**src/rtl/multiplier.sv**
```systemverilog
// Sequential shift-add multiplier with signed / mixed / unsigned operand modes.
// Defining MULTIPLIER_RADIX4_EN retires two multiplier bits per clock instead of one.
module multiplier #(
  parameter int WID = 64
) (
  input  logic           clk,
  input  logic           rst,
  input  logic           ld,
  input  logic           abort,
  input  logic           sgn,
  input  logic           sgnus,
  input  logic [WID-1:0] a,
  input  logic [WID-1:0] b,
  output logic [WID-1:0] prodlo,
  output logic [WID-1:0] prodhi,
  output logic           done,
  output logic           idle
);

`ifdef MULTIPLIER_RADIX4_EN
  localparam int R = 2;
`else
  localparam int R = 1;
`endif
  localparam int ITER  = WID / R;
  localparam int HI_W  = WID + 2 * (R - 1);
  localparam int CNT_W = $clog2(ITER + 2);
  localparam logic [CNT_W-1:0] CNT_INIT = CNT_W'(ITER + 1);

  typedef enum logic [1:0] {IDLE = 2'd0, MUL = 2'd1, DONE = 2'd2} state_t;

  state_t           state_q, state_d;
  logic [CNT_W-1:0] cnt_q, cnt_d;
  logic [HI_W-1:0]  hi_q, hi_d;
  logic [WID-1:0]   lo_q, lo_d;
  logic [WID-1:0]   mc_q, mc_d;
  logic             so_q, so_d;
  logic [WID-1:0]   prodlo_q, prodlo_d;
  logic [WID-1:0]   prodhi_q, prodhi_d;

  logic [WID-1:0]   mag_a, mag_b;
  logic             so_in;
  logic [WID+1:0]   addend, sum;
  logic [HI_W-1:0]  hi_step;
  logic [WID-1:0]   lo_step;
  logic [2*WID-1:0] mag_prod, prod_fin;

  // Negating the most-negative pattern yields itself, which read unsigned is 2^(WID-1).
  always_comb begin
    mag_a = ((sgn || sgnus) && a[WID-1]) ? -a : a;
    mag_b = (sgn && b[WID-1]) ? -b : b;
    so_in = sgn ? (a[WID-1] ^ b[WID-1]) : (sgnus ? a[WID-1] : 1'b0);
  end

  always_comb begin
    addend = lo_q[0] ? (WID+2)'(mc_q) : '0;
    if (R == 2 && lo_q[1]) addend = addend + ((WID+2)'(mc_q) << 1);
    sum      = (WID+2)'(hi_q) + addend;
    hi_step  = HI_W'(sum >> R);
    lo_step  = {sum[R-1:0], lo_q[WID-1:R]};
    mag_prod = {hi_q[WID-1:0], lo_q};
    prod_fin = so_q ? -mag_prod : mag_prod;
  end

  // cnt starts one above the step count; that first MUL clock only lets operands settle.
  always_comb begin
    state_d  = state_q;
    cnt_d    = cnt_q;
    hi_d     = hi_q;
    lo_d     = lo_q;
    mc_d     = mc_q;
    so_d     = so_q;
    prodlo_d = prodlo_q;
    prodhi_d = prodhi_q;
    case (state_q)
      IDLE: if (ld && !abort) begin
        state_d = MUL;
        cnt_d   = CNT_INIT;
        hi_d    = '0;
        lo_d    = mag_b;
        mc_d    = mag_a;
        so_d    = so_in;
      end
      MUL: begin
        if (abort) begin
          state_d = IDLE;
        end else if (cnt_q == '0) begin
          {prodhi_d, prodlo_d} = prod_fin;
          state_d = DONE;
        end else begin
          cnt_d = cnt_q - 1'b1;
          if (cnt_q != CNT_INIT) begin
            hi_d = hi_step;
            lo_d = lo_step;
          end
        end
      end
      DONE:    state_d = IDLE;
      default: state_d = IDLE;
    endcase
  end

  always_ff @(posedge clk) begin
    if (rst) begin
      state_q  <= IDLE;
      cnt_q    <= '0;
      hi_q     <= '0;
      lo_q     <= '0;
      mc_q     <= '0;
      so_q     <= 1'b0;
      prodlo_q <= '0;
      prodhi_q <= '0;
    end else begin
      state_q  <= state_d;
      cnt_q    <= cnt_d;
      hi_q     <= hi_d;
      lo_q     <= lo_d;
      mc_q     <= mc_d;
      so_q     <= so_d;
      prodlo_q <= prodlo_d;
      prodhi_q <= prodhi_d;
    end
  end

  assign prodlo = prodlo_q;
  assign prodhi = prodhi_q;
  assign idle   = (state_q == IDLE);
  assign done   = (state_q == DONE) || ((state_q == IDLE) && !ld);

endmodule

```
**config.mk**
```make
export PLATFORM = sky130hd
export DESIGN_NAME = multiplier
export DESIGN_NICKNAME = d
export VERILOG_FILES = /design/src/rtl/multiplier.sv
export SDC_FILE = /design/constraint.sdc
export NUM_CORES = 1
export LEC_CHECK = 0
export CORE_ASPECT_RATIO = 1.4
export CORE_UTILIZATION = 40
export CTS_CLUSTER_SIZE = 10
export DETAILED_ROUTE_END_ITERATION = 16
export PLACE_DENSITY_LB_ADDON = 0.15
export SLEW_MARGIN = 15
export SYNTH_ARGS = -nofsm -noshare
export SYNTH_HDL_FRONTEND = slang
export SYNTH_SLANG_ARGS = --single-unit
export TNS_END_PERCENT = 100
```
**constraint.sdc**
```tcl
create_clock -name clk -period 5.25 [get_ports clk]
set_input_delay 1.575 -clock clk [delete_from_list [all_inputs] [get_ports clk]]
set_output_delay 1.575 -clock clk [all_outputs]
set_load 0.02 [all_outputs]
```
# Yosys cells after proc, flatten, opt, wreduce, memory -nomap -nowiden
# Index checks and enable logic that the tools add are counted.
# W data, S select, Z words.
[op_classes] addsub=5 n_eq_ne=8 muxes=24 bitwise=2 n_reduce_logical=16
[op_table] op="$mux W64" n=11
[op_table] op="$pmux W64 S2" n=2
[op_table] op="$mux W128" n=1
[op_table] op="$neg A128 Y128" n=1
[op_table] op="$neg A64 Y64" n=2
[op_table] op="$add A64 B64 Y65" n=1
[op_table] op="$mux W7" n=3
[op_table] op="$pmux W7 S2" n=1
[op_table] op="$logic_not A7 Y1" n=1
[op_table] op="$ne A7 B7 Y1 const B" n=1
[op_table] op="$sub A7 B1 Y7 const B" n=1
[op_table] op="$mux W2" n=3
[op_table] op="$ne A2 B2 Y1 const B" n=3
[op_table] op="$reduce_and A5 Y1" n=1
[op_table] op="$logic_and A1 B1 Y1" n=4
[op_table] op="$pmux W2 S2" n=1
[op_table] op="$reduce_and A2 Y1" n=2
[op_table] op="$reduce_and A4 Y1" n=1
[op_table] op="$ne A3 B3 Y1 const B" n=1
[op_table] op="$reduce_and A3 Y1" n=1
[op_table] op="$eq A2 B1 Y1 const B" n=1
[op_table] op="$eq A2 B2 Y1 const B" n=1
[op_table] op="$logic_not A1 Y1" n=2
[op_table] op="$logic_not A2 Y1" n=1
[op_table] op="other kinds (6)" n=8
[word_totals] register_bits=330 input_bits=134 output_inout_bits=130

# Longest topological paths before layout
# Gate-level depths: netlist of run 1.
[logic_depth] ltp_word=6 ltp_mapped=15 ltp_nobuf=14

# Least setup slack after synthesis of run 1
# Ideal clock, no wire load.
[synth_path] kind="input -> register" start="input b[14]" end="register lo_q[56]" setup_ns=0.071 arrival_ns=4.267 required_ns=5.179 slack_ns=0.912 path_stages=10 path_buffers=0 path_cell_list="or4_1 > or4_1 > or3_1 > nor3_2 > nand2_1 > nor2_2 > a31oi_1 > xnor2_1 > a211o_1 > a21oi_1"
[synth_between] elab_chain_len=4
[synth_lines] item="start, declared" line_no="13" rtl="input logic [WID-1:0] b,"
[synth_lines] item="$neg A64 Y64" line_no="51" rtl="mag_b = (sgn && b[WID-1]) ? -b : b;"
[synth_lines] item="$mux W64" line_no="51"
[synth_lines] item="$mux W64" line_no="76" rtl="IDLE: if (ld && !abort) begin"
[synth_lines] item="$pmux W64 S2" line_no="75" rtl="case (state_q)"
[synth_lines] item="end signal, assigned" line_no="117" rtl="lo_q <= lo_d;"
[synth_lines] item="end, declared" line_no="35" rtl="logic [WID-1:0] lo_q, lo_d;"
# Every way passes these cells. The select of a mux whose other input is x is not followed.
# A chain may end at the register's enable or synchronous reset.

# Worst setup path after layout of run 1
[layout_path] start="input b[14]" end="register lo_q[59]"
# Same word-level chain as after synthesis.

==> metrics.txt, run 1 <==
Layout area overhead=20.6%; Die Span X=200 µm; leakage=10.0 nW; CTS-repair resized insts=0; final core utilization=48.8%; most common cell after layout, fill and taps aside=nor2_1; largest net degree at the start of global routing=150; GRT Total Usage=28.3%; setup total negative slack=0 ns; Most used DFF post-synth=dfxtp_1; layout cell share with drive strength beyond 1=5.09%; hold-fix buffers at CTS=0; critical path type=input pin to flip-flop; Final Setup Violations=0; diodes inserted=0; CTS tree=yes; placed cells=3,747; initial antenna violation count=0; Final Cycle Share=87.3%; Hold Crit Class=flip-flop to flip-flop; Die ar.=0.0560 mm²; Nets=3,273; RePlAce Congestion=0.927; VDD IR max=0.217 mV; clk_lat worst skew=0.58 ns; I/O Buffers=263; Max-Slew Margin vs Limit=27.2%; Synth Cell Area=0.0220 mm²; DR WL/cell=21.4 µm; drt total wl=81,400 µm; Mapped Cells=2,907; Clock power frac=39.6%; NetSw=2.07 mW; Die Y=280 µm; H-Tree Level Count=2; average footprint of a synthesized cell=7.57 µm²; worst slack, placed=0.0387 ns; effective utilization at floorplan=40.5%; Post-synth EDFFs=0; Crit Path Max Fanout=6; CORE AREA=0.0543 mm²; I/O pin count=264; Design Area, Final=0.0265 mm²; distinct cell type count after synthesis=84; most frequent cells in the layout=nor2_1, dfxtp_1, nand2_1, clkdlybuf4s50_1, a21oi_1; via count=22.1k; critical path arrival=5.06 ns; # DRC=0; Clock Sinks=330; Combinational Power Share=19.6%; Worst Skew=0.0195 ns; routed vias/inst=5.81; yosys warns=0; clock root buffer master=clkbuf_16; Longest Clk Path Bufs=3; part of the power in registers=40.8%; Placement Cell Area=0.0253 mm²; Max Fclk=218 MHz; crit end category=flip-flop; status=finished, final reports clean; ys async rst share=0%; Synth Register Bits=330; Final Hold Viols=0; Slew Limit Fails=0; Row Count=101; syn_nets=3,111; Setup Buffers After CTS=0; Post-DP HPWL=62,100 µm; Tmin final=4.58 ns; crit start category=input pin; Slew @ Worst Pin=1.09 ns; Detail Route Antenna Nets=0; Seq/Total Area, Yosys=30.0%; Int Pwr=4.66 mW; Finished Layout Cells=3,805; iteration count of the initial detailed-routing pass=5; initial DRC count=1,347; Clock transition at path regs=0.06 ns; Worst EP required=5.73 ns; grt ovf=0; vias in the first global route=21.6k; RSZ-0062 raised after global routing=no; clock buffer count from CTS=41; Pwr Density=254 mW/mm²; Sw Ratio=30.7%; final worst setup slack=0.667 ns; first-pass GRT wire length=125,000 µm; Max Cap Violations=0
cell usage after synthesis (5+ instances only):
| library cell | n | share of area, % |
|---|---|---|
| or4_1 | 43 | 1.5 |
| a21oi_1 | 234 | 5.3 |
| a221oi_1 | 7 | 0.28 |
| nor4_1 | 31 | 0.88 |
| a22oi_1 | 23 | 0.78 |
| nor2b_1 | 17 | 0.48 |
| o211ai_1 | 17 | 0.58 |
| a211oi_1 | 166 | 5.7 |
| nor4b_1 | 6 | 0.24 |
| nand2b_1 | 23 | 0.65 |
| nand2_1 | 291 | 5.0 |
| o31ai_1 | 58 | 2.0 |
| and2_1 | 68 | 1.9 |
| nand4_1 | 39 | 1.1 |
| nor2_1 | 361 | 6.2 |
| xnor2_1 | 116 | 4.6 |
| o21a_1 | 14 | 0.48 |
| inv_1 | 36 | 0.61 |
| nand3_1 | 50 | 1.1 |
| o22ai_1 | 9 | 0.26 |
| xor2_1 | 174 | 6.9 |
| o21ai_1 | 8 | 0.18 |
| dfxtp_1 | 330 | 30 |
| buf_1 | 6 | 0.10 |
| or3_1 | 45 | 1.3 |
| clkbuf_1 | 187 | 3.2 |
| o21ai_0 | 152 | 3.5 |
| a31oi_1 | 26 | 0.74 |
| a21boi_0 | 6 | 0.20 |
| nand3b_1 | 9 | 0.31 |
| ha_1 | 69 | 3.9 |
| nor3_1 | 69 | 1.6 |
| a22o_1 | 5 | 0.20 |
| o41ai_1 | 23 | 0.92 |
| a21o_1 | 42 | 1.4 |
| a211o_1 | 7 | 0.28 |
| a311oi_1 | 7 | 0.28 |
| o21bai_1 | 16 | 0.55 |
| nor3b_1 | 6 | 0.20 |
| or2_2 | 11 | 0.31 |
| and3_1 | 22 | 0.63 |
cells by family (layout without fill, tap and decap cells):
logic type	count (synthesis)	in the layout	share of synthesized area (%)
XOR/XNOR	290	290	11.5
AND/OR/NAND/NOR	1123	1123	25.0
multiplexers	5	5	0.233
buffers and inverters	233	410	4.00
adder cells (fa/ha/maj)	70	70	4.01
AO/OA/AOI/OAI	856	856	25.2
flip-flops	330	330	30.0
per-layer routing:
metal / GRT usage (%) / routed length [µm] / up-vias
met5: 0 / 0 / -
met3: 3.19 / 3690 / 176
met2: 52.2 / 41200 / 653
li1: - / - / 10800
met1: 32.7 / 33100 / 10500
met4: 12.4 / 3410 / 0
sequential cells by signal, indices dropped and copies added (netlist names):
name	flops
cnt_q	7
prodlo	64
so_q	1
mc_q	64
hi_q	64
state_q	2
prodhi	64
lo_q	64
power groups by stage:
stage                     combinational, mW  clock [mW]  sequential [mW]
after global routing                   1.43        2.83             2.76
after CTS                              1.32        2.74             2.74
after floorplan                       0.798           0             2.78
after global placement                 1.31           0             2.79
final                                  1.32        2.67             2.74
after detailed placement               1.31           0             2.80
final cells by class:
cell class                 instances  area [µm²]
tap                              721         902
fill                            5514       27800
inverter                          36         135
clock inverter                     7        90.1
clock buffer                      51        1110
multi-input combinational       2344       14600
sequential                       330        6610
timing repair buffer             316        3120
worst max-delay path: stages:
cell	delay, ns
clkdlybuf4s50_1	0.45
or4_1	0.56
or4_1	0.49
nor4_2	0.25
nand3_1	0.27
or4_1	0.63
buf_4	0.21
o31ai_1	0.23
xor2_1	0.10
a221oi_1	0.29
path summary, 6_finish.rpt:
check / endpoint / cells after the start / slack (ns) / start
worst max-delay path: lo_q[59] / 10 / 0.67 / b[14]
worst min-delay path: mc_q[51] / 2 / 0.45 / mc_q[51]
worst max register to register: hi_q[63] / 15 / 0.87 / lo_q[0]
worst min register to register: mc_q[51] / 2 / 0.45 / mc_q[51]
stage by stage:
| step | total power [mW] | hold WS (ns) |
|---|---|---|
| floorplan | 3.57 | 0.417 |
| global placement | 4.10 | 0.435 |
| detailed placement | 4.11 | 0.443 |
| CTS | 6.80 | 0.452 |
| global route | 7.02 | 0.463 |
| finish | 6.73 | 0.449 |
Note: power is estimated with default switching activity, not from simulation.
==> run 2, diff against run 1 <==
HOLD_SLACK_MARGIN = 0.03   (was default)
==> results of run 2 <==
No change in the layout: final DEF, timing and power equal those of run 1.
==> run 3, diff against run 2 <==
TNS_END_PERCENT = 10   (was 100)
clock period = 5.4 ns   (was 5.25 ns; I/O delays follow)
==> run 3 against run 2 <==
Net effect:
- setup slack worse by 0.0055 ns
- clock power down 6%
- flip-flop and latch count unchanged
- highest routed layer unchanged
==> metrics.txt, run 3 (synthesis results as in run 1) <==
Clock transition at path regs=0.06 ns (about the same); clock buffer count from CTS=40 (-2.4%); H-Tree Level Count=2 (unchanged); initial DRC count=1,618 (+20%); crit end category=flip-flop; VDD IR max=0.177 mV (-18%); I/O Buffers=263 (unchanged); first-pass GRT wire length=125,000 µm (+0.32%); Post-DP HPWL=61,000 µm (-1.7%); CORE AREA=0.0543 mm² (unchanged); Final Setup Violations=0 (unchanged); critical path arrival=5.21 ns (+0.15 ns); layout cell share with drive strength beyond 1=4.62% (-0.47 points); Tmin final=4.74 ns; status=finished, final reports clean; via count=22.0k (-0.32%); Final Hold Viols=0 (unchanged); Slew Limit Fails=0 (unchanged); Layout area overhead=19.8%; NetSw=1.98 mW (-4.3%); grt ovf=0 (unchanged); clock root buffer master=clkbuf_16; Int Pwr=4.47 mW (-4.2%); largest net degree at the start of global routing=200 (+33%); GRT Total Usage=28.3% (about the same); Final Cycle Share=87.8%; Pwr Density=245 mW/mm² (-3.6%); most common cell after layout, fill and taps aside=nor2_1; Detail Route Antenna Nets=0 (unchanged); most frequent cells in the layout=nor2_1, dfxtp_1, nand2_1, clkdlybuf4s50_1, a21oi_1; Sw Ratio=30.7% (-0.033 points); Placement Cell Area=0.0252 mm² (-0.42%); hold-fix buffers at CTS=0 (unchanged); DR WL/cell=21.3 µm (-0.40%); clk_lat worst skew=0.57 ns (about the same); effective utilization at floorplan=40.5% (unchanged); iteration count of the initial detailed-routing pass=5 (unchanged); diodes inserted=0 (unchanged); CTS-repair resized insts=0 (unchanged); critical path type=input pin to flip-flop; Combinational Power Share=19.8% (+0.2 points); setup total negative slack=0 ns (unchanged); Die Span X=200 µm (unchanged); Worst EP required=5.87 ns (+0.14 ns); vias in the first global route=21.4k (-0.70%); Design Area, Final=0.0264 mm² (-0.63%); Final Total Pwr=6.45 mW (-4.2%); Hold Crit Class=flip-flop to flip-flop; RSZ-0062 raised after global routing=no; Clock Sinks=330 (unchanged); Nets=3,261 (-0.37%); I/O pin count=264 (unchanged); routed vias/inst=5.81 (about the same); Row Count=101 (unchanged); CTS tree=yes; initial antenna violation count=0 (unchanged); Worst Skew=0.0135 ns (-0.00600 ns); crit start category=input pin; Longest Clk Path Bufs=3 (unchanged); # DRC=0 (unchanged); Clock power frac=38.9% (-0.7 points); Setup Buffers After CTS=0 (unchanged); Die Y=280 µm (unchanged); Slew @ Worst Pin=1.08 ns (-0.0115 ns); drt total wl=80,800 µm (-0.74%); Max-Slew Margin vs Limit=28.0% (+0.77 points); RePlAce Congestion=0.931 (+0.38%); Crit Path Max Fanout=6 (unchanged); Max Cap Violations=0 (unchanged); part of the power in registers=41.3% (+0.5 points); Max Fclk=211 MHz; Die ar.=0.0560 mm² (unchanged); leakage=9.93 nW (-0.88%)
-- run 3: cell types whose count changed in the layout (fill, tap and decap cells not counted), moves of 2 or more --
cell / delta
buf_4: -9
clkinv_8: -2
clkbuf_1: +2
buf_12: -2
-- run 3: power groups by stage --
stage | Sequential [mW] | Combinational (mW) | Clock, mW
4_1_cts | 2.66 | 1.27 | 2.57
6_report | 2.66 | 1.27 | 2.51
2_1_floorplan | 2.70 | 0.775 | 0
5_1_grt | 2.68 | 1.39 | 2.66
3_5_place_dp | 2.72 | 1.27 | 0
3_3_place_gp | 2.71 | 1.26 | 0
-- run 3: area by class of cell --
cell class / count / area, µm²
fill: 5433 / 28000
multi-input combinational: 2344 / 14600
sequential: 330 / 6610
timing repair buffer: 305 / 3020
clock buffer: 53 / 1120
tap: 721 / 902
inverter: 36 / 135
clock inverter: 3 / 22.5
-- run 3: final timing paths --
check / slack [ns] / end / cells after the start / from
hold reg to reg: 0.45 / prodlo[58] / 2 / prodlo[58]
setup / recovery: 0.66 / lo_q[59] / 10 / b[12]
hold / removal: 0.45 / prodlo[58] / 2 / prodlo[58]
setup reg to reg: 0.96 / hi_q[53] / 14 / lo_q[0]
-- run 3: stage by stage --
stage	utilization (%)	hold slack [ns]	setup slack (ns)	instances
5_1_grt	48.5	0.472	0.487	3792
4_1_cts	48.5	0.452	0.679	3792
3_5_place_dp	46.4	0.441	0.0982	3736
2_1_floorplan	-	0.417	1.02	2907
3_3_place_gp	46.4	0.439	0.152	3736
6_report	48.5	0.448	0.661	3792
-- run 3: metal layers --
| metal | global-route usage (%) | share of wire, % | vias to the layer above |
|---|---|---|---|
| met5 | 0 | 0 | - |
| met4 | 11.6 | 3.9 | 0 |
| met3 | 3.61 | 5.1 | 154 |
| met2 | 52.0 | 51 | 696 |
| met1 | 32.9 | 40 | 10400 |
| li1 | - | - | 10800 |
-- run 3: critical path, stage by stage --
cell,delay [ns]
clkdlybuf4s50_1,0.49
or4_1,0.56
or4_1,0.50
nor4_2,0.23
nand3_1,0.30
or4_1,0.68
buf_4,0.22
o31ai_1,0.23
xor2_1,0.10
a221oi_1,0.28
